`config.mk`:
```
export PLATFORM = sky130hd
export DESIGN_NAME = count_seq
export DESIGN_NICKNAME = d
export VERILOG_FILES = /design/src/rtl/count_seq.sv
export SDC_FILE = /design/constraint.sdc
export NUM_CORES = 1
export LEC_CHECK = 0
export BUFFER_PORTS_ARGS = -buffer_cell sky130_fd_sc_hd__buf_2
export CAP_MARGIN = 20
export CORE_MARGIN = 2
export CORE_UTILIZATION = 55
export DETAILED_ROUTE_END_ITERATION = 7
export PLACE_DENSITY = 0.79
export RECOVER_POWER = 25
export REMOVE_ABC_BUFFERS = 1
export SKIP_CTS_REPAIR_TIMING = 1
export SLEW_MARGIN = 30
export SYNTH_ARGS = -nofsm -noshare
export SYNTH_HDL_FRONTEND = slang
export SYNTH_SLANG_ARGS = --single-unit
```
`constraint.sdc`:
```
create_clock -name clk -period 4.6 [get_ports clk]
set_input_delay 0.92 -clock clk [delete_from_list [all_inputs] [get_ports clk]]
set_output_delay 0.92 -clock clk [all_outputs]
set_load 0.03 [all_outputs]
```
`src/rtl/count_seq.sv`:
```
// count_seq: round-robin sequencer for a W-bit up/down step counter.
// Two requesters each present a target. The winner is granted, its target is latched,
// and the internal counter walks to it over the shortest modular path in steps of 1 or 2.
// A one-cycle done pulse goes to the winner when the count reaches the target.
//
// Ports:
//   clk      - clock, rising edge
//   nrst     - asynchronous active-low reset
//   i_req    - request per requester, held until its done
//   i_tgt0   - target of requester 0, sampled on grant only
//   i_tgt1   - target of requester 1, sampled on grant only
//   o_gnt    - one-hot grant, grant edge through the done cycle
//   o_done   - one-cycle completion pulse to the granted requester
//   o_busy   - sequencer not idle
//   o_cnt    - current count
//   o_down   - direction this MOVE cycle (1 = decrement), 0 otherwise
//   o_step   - step size this MOVE cycle (1 = by 2), 0 otherwise
module count_seq #(
    parameter int unsigned W = 4
) (
    input  logic         clk,
    input  logic         nrst,
    input  logic [1:0]   i_req,
    input  logic [W-1:0] i_tgt0,
    input  logic [W-1:0] i_tgt1,
    output logic [1:0]   o_gnt,
    output logic [1:0]   o_done,
    output logic         o_busy,
    output logic [W-1:0] o_cnt,
    output logic         o_down,
    output logic         o_step
);

    typedef enum logic [1:0] {StIdle, StMove, StDone} state_e;

    state_e       r_state;
    logic [W-1:0] r_cnt;
    logic [W-1:0] r_tgt;
    logic [1:0]   r_gnt;
    logic [1:0]   r_done;
    logic         r_ptr;   // requester favoured when both request

    logic [W-1:0] w_du;
    logic [W-1:0] w_dd;
    logic         w_down;
    logic [W-1:0] w_d;
    logic         w_step;
    logic [W-1:0] w_mag;
    logic [W-1:0] w_cnt_nxt;
    logic         w_sel;
    logic [1:0]   w_sel_oh;
    logic [W-1:0] w_tgt_sel;

    always_comb begin
        // Modular distances both ways; a tie goes up.
        w_du      = r_tgt - r_cnt;
        w_dd      = r_cnt - r_tgt;
        w_down    = (w_dd < w_du);
        w_d       = w_down ? w_dd : w_du;
        // Stepping by 2 only when at least 2 away means we never overshoot.
        w_step    = (w_d >= W'(2));
        w_mag     = w_step ? W'(2) : W'(1);
        w_cnt_nxt = w_down ? (r_cnt - w_mag) : (r_cnt + w_mag);

        if (i_req == 2'b11) begin
            w_sel = r_ptr;
        end else begin
            w_sel = i_req[1];
        end
        w_sel_oh  = {w_sel, ~w_sel};
        w_tgt_sel = w_sel ? i_tgt1 : i_tgt0;
    end

    always_ff @(posedge clk or negedge nrst) begin
        if (!nrst) begin
            r_state <= StIdle;
            r_cnt   <= '0;
            r_tgt   <= '0;
            r_gnt   <= 2'b00;
            r_done  <= 2'b00;
            r_ptr   <= 1'b0;
        end else begin
            case (r_state)
                StIdle: begin
                    if (|i_req) begin
                        r_gnt <= w_sel_oh;
                        r_tgt <= w_tgt_sel;
                        if (w_tgt_sel == r_cnt) begin
                            r_state <= StDone;
                            r_done  <= w_sel_oh;
                        end else begin
                            r_state <= StMove;
                        end
                    end
                end
                StMove: begin
                    r_cnt <= w_cnt_nxt;
                    if (w_cnt_nxt == r_tgt) begin
                        r_state <= StDone;
                        r_done  <= r_gnt;
                    end
                end
                StDone: begin
                    r_state <= StIdle;
                    r_gnt   <= 2'b00;
                    r_done  <= 2'b00;
                    // Hand priority to the requester that was not just served.
                    r_ptr   <= r_gnt[0];
                end
                default: begin
                    r_state <= StIdle;
                    r_gnt   <= 2'b00;
                    r_done  <= 2'b00;
                end
            endcase
        end
    end

    assign o_gnt  = r_gnt;
    assign o_done = r_done;
    assign o_busy = (r_state != StIdle);
    assign o_cnt  = r_cnt;
    assign o_down = (r_state == StMove) & w_down;
    assign o_step = (r_state == StMove) & w_step;

endmodule
```
==> flow_metrics.tcl <==
set metrics [dict create \
    status "complete, no violations" \
    ios 23 \
    critPathKind "flip-flop to flip-flop" \
    cts_sinks 15 \
    synth_cell_types 38 \
    die-height_um 53.0 \
    synth-seq-cells 15 \
    portBuffers 22 \
    synth_most_common_cell "inv_1" \
    dr_total_vias 1113 \
    maxSlewHeadroom_pct 46.3 \
    synth_edf_count 0 \
    min_period_ns 4.30 \
    drc 0 \
    grt_pass1_wl_um 4880 \
    area_delta_synth_final_pct 15.8 \
    critPathMaxFanout 5 \
    cap_violations 0 \
    required_ns 4.78 \
    worstReg2RegStart "o_cnt[0]$_DFFE_PN0N_" \
    hold_violations 0 \
    worst-path-buf-inv 3 \
    cp_slowest_cell "dfrtp_1" \
    slew_violations 0 \
    cts_tree "built" \
    detail-route-antenna-nets 0 \
    crit_path_end_kind "flip-flop" \
    path_clk_slew_ns 0.09 \
    setup_violations 0 \
    synthArstFlopShare_pct 100 \
    antenna_found_initial 0 \
    synth_top_area_share_pct 28.5 \
    critPathArrivalTime_ns 4.48 \
    place_inst 196 \
    die-area_sq_um 2810 \
    gp_congestion 0.849 \
    yosysWarnings 0 \
    grt.overflow.total 0 \
    synthesis.area_sq_um 1320 \
    syn_avg_cell_area_sq_um 9.03 \
    synth_flop_cell "dfrtp_1" \
    nets 202 \
    crit_cells 19 \
    totalWireLength_um 2830 \
    reg2reg_setup_slack_ns 0.30 \
    worst_skew_pair.late_latency_ns 0.29 \
    ys_seq_area_share_pct 28.5 \
    critPathCapture "o_done[0]$_DFFE_PN0P_" \
    cpPeakStageDelay_ns 0.45 \
    rows 17 \
    firstDrtPassIters 5 \
    synthTopCellsByCount "inv_1, dfrtp_1, ha_1, nor2_1, nand2_1" \
    antennaDiodeCount 0 \
    clock_skew_ns 0.00380 \
    synth_cells 146 \
    fin_cells 202 \
    die_w_um 53.0 \
    fin_crit_sh_pct 93.5 \
    numCtsBuffers 3 \
    tightestPinTransition_ns 0.806 \
    critPathLaunch "o_cnt[0]$_DFFE_PN0N_" \
    grt_pass1_vias 1088 \
    drive_gt1_share_pct 23.6 \
    routedWlPerCell_um 14.0 \
    start_kind "flip-flop" \
    min_path_type "flip-flop to flip-flop" \
    via_per_inst 5.51 \
    synth_top_area_cell "dfrtp_1" \
    reg2reg_to "o_done[0]$_DFFE_PN0P_" \
    dp_hpwl_um 2300 \
    path_cells "inv_1, ha_1, inv_1, fa_1, xor2_1, ha_1, nor2b_2, a221oi_4, a21oi_1, nor2_1, ha_1, inv_1, fa_1, xor2_2, xnor2_1, nor3_2, a2bb2oi_1, o221ai_2, mux2_1" \
    cts_buffer_depth 2 \
    core_area_sq_um 2230 \
    grt.total_usage_pct 23.5 \
    grt_max_degree 16 \
    htree_num_levels 1 \
    start_util_pct 59.0 \
    fmax_mhz 233 \
    cpLargestDelayFamily "adder cells" \
    synth_area_leaders "dfrtp_1, ha_1, inv_1, fa_1, xnor2_1" \
    ff2ff_path_depth 19 \
    drtIter0Drc 35 \
    cts-root-buf "clkbuf_4" \
    final_util_pct 68.4 \
]
state kept, by name, indices dropped and copies added (netlist names):
register,flops
r_tgt,4
r_ptr,1
r_state,2
o_done,2
o_cnt,4
o_gnt,2
cell type report:
class                           instances  area, sq um
Timing Repair Buffer                   26          139
Clock inverter                          1         5.00
Sequential cell                        15          375
Fill cell                             187          706
Multi-Input combinational cell        110          880
Tap cell                               28         35.0
Clock buffer                            3         22.5
Inverter                               19         71.3
metal layers:
metal / part of all wire, % / global-route usage [%]
met2: 52 / 42.5
met5: 0 / 0
met3: 2.6 / 1.69
met4: 1.1 / 6.41
met1: 44 / 30.0
cells in the final DEF (no fill, tap or decap), types with 2 or more instances in the layout:
master	instances
a21oi_1	8
buf_4	4
xor2_1	5
nor2b_2	2
inv_1	16
nand2b_1	3
nor3_1	3
o22ai_1	2
nor2_1	12
dfrtp_1	15
o21ai_0	8
clkbuf_4	3
xnor2_1	6
fa_1	3
nor2b_1	5
ha_1	12
a21boi_0	3
nand2_1	9
a221oi_1	2
buf_2	21
a21o_1	5
inv_2	3
mux2_1	2
mux2i_1	2
per-stage QoR:
stage	hold slack [ns]	cell area, sq um	setup WS (ns)	setup TNS, ns
after floorplan	0.498	1310	0.158	0
after global placement	0.475	1470	0.232	0
after detailed placement	0.475	1470	0.159	0
after CTS	0.506	1500	0.119	0
after global routing	0.537	1530	-0.0115	-0.0141
final	0.501	1530	0.301	0
cell families (layout without fill, tap and decap cells):
kind of cell / after synthesis / in the layout / synth area share, %
buffers and inverters: 21 / 49 / 5.98
and+or+nand+nor: 42 / 42 / 16.3
DFF: 15 / 15 / 28.5
AOI/OAI and AO/OA: 36 / 36 / 21.3
adders and majority gates: 15 / 15 / 15.9
xor gates and xnor gates: 12 / 12 / 7.97
muxes: 5 / 5 / 4.08
worst min path at each step:
stage                     slack [ns]                     to  cells past startpoint              startpoint
after floorplan                 0.50   o_gnt[0]$_DFFE_PN0P_                      1  r_state[1]$_DFFE_PN0P_
after global placement          0.48  o_done[1]$_DFFE_PN0P_                      1   o_done[1]$_DFFE_PN0P_
after detailed placement        0.48  o_done[1]$_DFFE_PN0P_                      1   o_done[1]$_DFFE_PN0P_
after CTS                       0.51  o_done[1]$_DFFE_PN0P_                      1   o_done[1]$_DFFE_PN0P_
after global routing            0.54  o_done[0]$_DFFE_PN0P_                      1   o_done[0]$_DFFE_PN0P_
final                           0.50  o_done[1]$_DFFE_PN0P_                      1   o_done[1]$_DFFE_PN0P_
worst register-to-register path, delay by kind of cell (launching register included):
family / cells / cell delay [ns]
AO/OA/AOI/OAI: 4 / 0.70
XOR/XNOR: 3 / 0.54
adder cells (fa/ha/maj): 5 / 1.39
buffers and inverters: 3 / 0.26
flip-flops: 1 / 0.45
multiplexers: 1 / 0.33
AND/OR/NAND/NOR: 3 / 0.54
Power is left out: the tool's default activity adds up to more than one toggle a clock period on the data nets, which glitch-free logic cannot reach.
